**config.mk**
```make
export PLATFORM = sky130hd
export DESIGN_NAME = bus_master_ctrl
export DESIGN_NICKNAME = d
export VERILOG_FILES = /design/src/rtl/bus_master_ctrl.sv
export SDC_FILE = /design/constraint.sdc
export NUM_CORES = 1
export LEC_CHECK = 0
export ABC_AREA = 1
export BUFFER_PORTS_ARGS = -buffer_cell sky130_fd_sc_hd__buf_2
export CORE_MARGIN = 5
export CORE_UTILIZATION = 40
export CTS_BUF_LIST = sky130_fd_sc_hd__clkbuf_2
export CTS_CLUSTER_SIZE = 12
export DETAILED_ROUTE_END_ITERATION = 10
export PLACE_DENSITY = 0.9
export SETUP_SLACK_MARGIN = 0.4
export SYNTH_ARGS = -nofsm -noshare
export SYNTH_HDL_FRONTEND = slang
export SYNTH_SLANG_ARGS = --single-unit
```
**constraint.sdc**
```tcl
create_clock -name clk -period 1.7 [get_ports clk]
set_input_delay 0.34 -clock clk [delete_from_list [all_inputs] [get_ports clk]]
set_output_delay 0.34 -clock clk [all_outputs]
set_load 0.005 [all_outputs]
```
**src/rtl/bus_master_ctrl.sv**
```systemverilog
// Bus master control stage: sequences address/data phases over two ping-pong
// register banks, tracks one pending request and reports read data/status.
module bus_master_ctrl #(
  parameter int TIMEOUT = 16
) (
  input  logic        clk,
  input  logic        rst,
  input  logic        req_valid,
  output logic        req_ready,
  input  logic        req_write,
  input  logic [15:0] req_addr,
  input  logic [31:0] req_wdata,
  output logic [15:0] Abus,
  output logic [31:0] bus_dout,
  output logic        sel1,
  output logic        sel2,
  output logic        sel3,
  output logic        sel4,
  output logic        mux1,
  output logic        mux2,
  output logic        Aout,
  output logic        Dout,
  input  logic [31:0] bus_din,
  input  logic        rdyout,
  input  logic [1:0]  respout,
  output logic        rsp_valid,
  output logic [31:0] rsp_rdata,
  output logic        rsp_err,
  output logic        rsp_timeout,
  output logic        busy,
  output logic [1:0]  dbg_state
);

  // Handshake: a request transfers on a rising edge where req_valid && req_ready;
  // req_ready never depends on req_valid. rsp_valid is a one-cycle pulse with no
  // back-pressure.

  localparam int CW = $clog2(TIMEOUT + 1);
  localparam logic [CW-1:0] CNT_LAST = CW'(TIMEOUT - 1);

  localparam logic [1:0] S_IDLE = 2'd0;
  localparam logic [1:0] S_ADDR = 2'd1;
  localparam logic [1:0] S_DATA = 2'd2;

  logic [1:0]    state;
  logic          wr_ptr;
  logic          cur_bank;
  logic          cur_write;
  logic          pend_valid;
  logic          pend_bank;
  logic          pend_write;
  logic [CW-1:0] wait_cnt;

  logic accept;
  logic last_wait;
  logic done;
  logic timed_out;

  assign req_ready = !rst && (state == S_IDLE || !pend_valid);
  assign accept    = req_valid && req_ready;
  assign last_wait = (wait_cnt == CNT_LAST);
  assign done      = (state == S_DATA) && (rdyout || last_wait);
  assign timed_out = (state == S_DATA) && !rdyout && last_wait;

  assign Abus      = req_addr;
  assign bus_dout  = req_wdata;
  assign busy      = (state != S_IDLE) || pend_valid;
  assign dbg_state = state;

  // Banks are loaded on the accept edge, so the write pointer picks the target.
  assign sel1 = accept && !wr_ptr;
  assign sel2 = accept && wr_ptr;
  assign sel3 = accept && !wr_ptr && req_write;
  assign sel4 = accept && wr_ptr && req_write;

  always_comb begin
    mux1 = 1'b0;
    mux2 = 1'b0;
    Aout = 1'b0;
    Dout = 1'b0;
    if (!rst) begin
      case (state)
        S_ADDR: begin
          mux1 = cur_bank;
          Aout = 1'b1;
        end
        S_DATA: begin
          mux1 = cur_bank;
          Aout = 1'b1;
          mux2 = cur_bank;
          Dout = cur_write;
        end
        default: ;
      endcase
    end
  end

  always_ff @(posedge clk) begin
    if (rst) begin
      state       <= S_IDLE;
      wr_ptr      <= 1'b0;
      cur_bank    <= 1'b0;
      cur_write   <= 1'b0;
      pend_valid  <= 1'b0;
      pend_bank   <= 1'b0;
      pend_write  <= 1'b0;
      wait_cnt    <= '0;
      rsp_valid   <= 1'b0;
      rsp_rdata   <= 32'h0;
      rsp_err     <= 1'b0;
      rsp_timeout <= 1'b0;
    end else begin
      rsp_valid   <= done;
      rsp_err     <= timed_out || (done && rdyout && respout != 2'b00);
      rsp_timeout <= timed_out;
      rsp_rdata   <= (done && rdyout && !cur_write && respout == 2'b00) ? bus_din : 32'h0;

      if (accept) wr_ptr <= ~wr_ptr;

      case (state)
        S_IDLE: begin
          if (accept) begin
            cur_bank  <= wr_ptr;
            cur_write <= req_write;
            state     <= S_ADDR;
          end
        end
        S_ADDR: begin
          state <= S_DATA;
          if (accept) begin
            pend_valid <= 1'b1;
            pend_bank  <= wr_ptr;
            pend_write <= req_write;
          end
        end
        S_DATA: begin
          if (done) begin
            wait_cnt <= '0;
            if (pend_valid) begin
              cur_bank   <= pend_bank;
              cur_write  <= pend_write;
              pend_valid <= 1'b0;
              state      <= S_ADDR;
            end else if (accept) begin
              // Request arriving on the completion edge skips the pending slot.
              cur_bank  <= wr_ptr;
              cur_write <= req_write;
              state     <= S_ADDR;
            end else begin
              state <= S_IDLE;
            end
          end else begin
            wait_cnt <= wait_cnt + CW'(1);
            if (accept) begin
              pend_valid <= 1'b1;
              pend_bank  <= wr_ptr;
              pend_write <= req_write;
            end
          end
        end
        default: state <= S_IDLE;
      endcase
    end
  end

endmodule
```
# == After elaboration in Yosys (flattened, before gate mapping) ==
# Cells that the tools add are included.
# Widths: inputs -> output; s select.
# word_totals
regBits,48
latch_bits,0
ramBits,0
romBits,0
inputBits,87
elab_cells,85
memories,0
# classes
add_sub_neg,1
n_mul,0
div,0
order_cmp,0
n_eq_ne,6
shifts,0
muxes,31
bitwise,2
n_reduce_logical,33
# ops
cell,count
$mux 1,22
$logic_and 1x1->1,13
$pmux 1 s2,5
$reduce_bool 2->1,4
$ne 2x2->1 const B,3
$pmux 2 s3,1
$reduce_and 2->1,3
$add 5x1->5 const B,1
$eq 5x4->1 const B,1
$logic_not 1->1,5
$mux 5,1
$logic_not 2->1,2
$logic_or 1x1->1,4
$mux 2,2
$reduce_or 2->1,2
$eq 2x1->1 const B,1
$eq 2x2->1 const B,1
$not 1->1,2

# == Longest topological paths before layout ==
# depth
ltp_word,8
depth_mapped,11

# == Worst setup path before layout ==
# No wires, ideal clock.
# synth_timing
path_kind,register to register
from,reg wait_cnt[0]
to,reg pend_write
setup_time_ns,0.128
t_arrival_ns,1.405
required_time_ns,1.572
path_slack_ns,0.168
stages_incl_launch_ff,11
path_buffers,0
synth_period_minus_slack_ns,1.532
cell_sequence,dfxtp_1 -> ha_1 -> nand2_1 -> nor2_1 -> ha_1 -> nor2_2 -> nand2_1 -> nand2_1 -> nand3_1 -> o21ai_0 -> nor2_1
# synth_between
elab_chain_len,5
# synth_lines
element,line_no,text
start: declaration,52,logic [CW-1:0] wait_cnt;
start signal: assignment,153,wait_cnt <= wait_cnt + CW'(1);
$eq 5x4->1,61,assign last_wait = (wait_cnt == CNT_LAST);
$logic_or 1x1->1,62,assign done = (state == S_DATA) && (rdyout || last_wait);
$logic_and 1x1->1,62,
$ne 2x2->1 (no line),-,
$reduce_and 2->1 (no line),-,
end signal: assignment,133,pend_write <= req_write;
end signal: assignment,157,pend_write <= req_write;
end: declaration,51,logic pend_write;
# Every way passes these cells.
# A chain may end at the register's enable or synchronous reset.

# == Worst setup path after layout ==
# layout_timing
from,"reg state[1], in the netlist dbg_state[1]"
to,out sel4
# layout_between
elab_chain_len,6
# layout_lines
element,line_no,text
start: declaration,45,logic [1:0] state;
start signal: assignment,100,state <= S_IDLE;
start signal: assignment,125,state <= S_ADDR;
start signal: assignment,129,state <= S_DATA;
$logic_not 2->1,59,assign req_ready = !rst && (state == S_IDLE || !pend_valid);
$logic_or 1x1->1,59,
$logic_and 1x1->1,59,
$logic_and 1x1->1,60,assign accept = req_valid && req_ready;
$logic_and 1x1->1 (2 in series),74,assign sel4 = accept && wr_ptr && req_write;
end: declaration,18,"output logic sel4,"
# Every way passes these cells.

==> flow_summary.json <==
{
  "cts_tree": "built",
  "fin_nets": 443,
  "worstMarginPinSlew_ns": 0.349,
  "core-area_um2": 5170,
  "maxCapViolCount": 0,
  "worstReg2RegStart": "dbg_state[0]",
  "slowest_delay_ns": 0.42,
  "grt_pass1_wl_mm": 8.78,
  "min_from": "bus_din[28]",
  "cts.sinks": 48,
  "multi_input_area_um2": 1020,
  "finalSetupViolCount": 9,
  "fill_cells": 362,
  "port_buffers": 85,
  "final_cell_mix": "buf_2 (74), inv_1 (45), nor2_4 (33), dfxtp_1 (33), buf_6 (22)",
  "p_sw_mw": 1.31,
  "fmax_mhz": 520,
  "dpl.hpwl_mm": 3.43,
  "outcome": "complete, but fails checks",
  "power_frac_comb": 0.462,
  "cp_num_buf_inv": 3,
  "dr.pass1.iters": 4,
  "intPower_mw": 2.27,
  "crit_slowest_cell": "dfxtp_4",
  "clockPowerShare": 0.176,
  "hold_path_class": "in -> reg",
  "vias": 1930,
  "path_clk_slew_ns": 0.25,
  "drt-initial-drc-count": 89,
  "ant_nets": 0,
  "die_area_um2": 6970,
  "p_sw_frac": 0.366,
  "drt_wl_total_mm": 6.41,
  "power_frac_seq": 0.362,
  "required_ns": 1.36,
  "leakage_nw": 1.64,
  "syn_nets": 368,
  "peakVddDrop_mv": 0.753,
  "worstSetupPathType": "reg -> out",
  "clock_latency_ns": 0.43,
  "num_antenna_cells": 0,
  "yosysWarnings": 0,
  "min_period_ns": 1.92,
  "clockBufferDepth": 2,
  "grtUsageTotal": 0.153,
  "synth_seq_cells": 48,
  "antenna_found_initial": 0,
  "arrival_ns": 1.58,
  "grt_setup_unrepaired": "true",
  "end_kind": "output pin",
  "synth_cell_types": 23,
  "cellPowerDensity_nw_per_um2": 1090,
  "dp_slack_ns": 0.157,
  "worst_slack_ns": -0.225,
  "grt_pass1_vias": 1896,
  "wl_per_cell_um": 15.3,
  "pin_count": 182,
  "post_drt_via_cell_ratio": 4.60,
  "die_height_um": 83.5,
  "area_growth_pct": 52.3,
  "violations": "setup timing",
  "cpMostUsedCell": "inv_4",
  "syn_avg_cell_area_um2": 7.88,
  "cts_htree_levels": 2,
  "overflow": 0,
  "ys_seq_area_frac": 0.445,
  "grt_max_degree": 17,
  "seq_area_um2": 987,
  "row_count": 26,
  "crit_family": "flip-flops",
  "fin_crit_sh": 1.13,
  "timing.setup.tns_ns": -1.38,
  "synth_area_um2": 2160,
  "gp_congestion": 0.891,
  "final_common_cell": "buf_2",
  "path_cells": "inv_4 > ha_4 > inv_4 > a21oi_4 > nand3_2 > nor2_2 > buf_2",
  "final_max_slew_viol_count": 0,
  "worstPathMaxFanout": 3,
  "dieWidth_um": 83.5,
  "hold_viol_final": 0,
  "clockRootBuffer": "clkbuf_2",
  "synth_cells": 274,
  "initial_core_util": 0.418,
  "critPathLaunch": "dbg_state[1]",
  "cts_buffers": 5,
  "fin_hold_ws_ns": 0.0697,
  "relSlewSlack": 0.768,
  "drive_above_1_share": 0.637,
  "fin_skew_ns": 0.0115,
  "start_kind": "flip-flop",
  "drc": 0
}
-- layer usage --
layer  GRT usage  wire, um  vias up
li1            -         -      912
met4      0.0716       149        0
met5           0         0        -
met3      0.0474       423       22
met2       0.289      3530       82
met1       0.152      2310      914
-- through the flow --
stage	utilization	cells	power (mW)	area, um2
global placement	0.453	379	2.02	2340
global route	0.636	420	3.76	3290
floorplan	-	274	1.89	2210
finish	0.636	420	3.58	3290
detailed placement	0.453	379	2.05	2340
CTS	0.567	410	3.15	2930
-- synthesized netlist by cell type --
| cell type | number | area share |
|---|---|---|
| a21oi_1 | 8 | 0.019 |
| nor3_1 | 3 | 0.0070 |
| nand2_1 | 28 | 0.049 |
| a21oi_2 | 1 | 0.0041 |
| a31oi_1 | 1 | 0.0029 |
| o22ai_1 | 1 | 0.0029 |
| nor4_1 | 1 | 0.0029 |
| o21ai_0 | 5 | 0.012 |
| nor3b_1 | 1 | 0.0035 |
| nor2_2 | 1 | 0.0029 |
| nand3_1 | 10 | 0.023 |
| buf_4 | 48 | 0.17 |
| buf_6 | 3 | 0.016 |
| a211oi_1 | 1 | 0.0035 |
| nor2_4 | 1 | 0.0052 |
| clkbuf_1 | 1 | 0.0017 |
| dfxtp_1 | 48 | 0.44 |
| nand4_4 | 1 | 0.0098 |
| inv_2 | 2 | 0.0035 |
| nor2_1 | 47 | 0.082 |
| nand3_2 | 1 | 0.0046 |
| ha_1 | 7 | 0.041 |
| inv_1 | 54 | 0.094 |
-- cells by family after synthesis --
group	synth area share
adder cells (fa/ha/maj)	0.0406
AND/OR/NAND/NOR	0.189
AO/OA/AOI/OAI	0.0435
flip-flops	0.445
buffers and inverters	0.282
-- flip-flops by register name, indices dropped and copies added (netlist names) --
name / count
rsp_err: 1
cur_write: 1
pend_write: 1
rsp_rdata: 32
rsp_timeout: 1
wr_ptr: 1
cur_bank: 1
dbg_state: 2
pend_bank: 1
pend_valid: 1
rsp_valid: 1
wait_cnt: 5
-- power groups by stage --
stage	Combinational, mW	Clock (mW)	Sequential [mW]
after detailed placement	0.747	0	1.31
after CTS	1.22	0.644	1.29
after floorplan	0.597	0	1.30
final	1.65	0.630	1.29
after global routing	1.77	0.686	1.30
after global placement	0.724	0	1.30
-- final cells by class --
type	count	share of cell area
Clock buffer	5	0.00761
Clock inverter	3	0.0141
Inverter	56	0.0693
Multi-Input combinational cell	118	0.310
Sequential cell	48	0.300
Tap cell	70	0.0266
Timing Repair Buffer	120	0.272
-- path summary, 6_finish.rpt --
check | to | depth (start not counted) | slack, ns
hold / removal | rsp_rdata[28] | 3 | 0.07
setup reg to reg | rsp_rdata[14] | 11 | 0.05
setup / recovery | sel4 | 7 | -0.22
hold reg to reg | pend_bank | 2 | 0.47
-- timing repair --
| item | in CTS | in global routing |
|---|---|---|
| hold buffers | 0 | 0 |
| gates resized for setup | 73 | 77 |
| gates cloned | 3 | 0 |
| pin swaps | 21 | 8 |
| setup endpoints to repair | 58 | 73 |
| setup buffers | 20 | 10 |
-- tightest hold or removal path, cell delays in order --
cell,delay (ns)
buf_2,0.09
inv_1,0.04
nor2_1,0.03
Power figures use the tool's default switching activity.
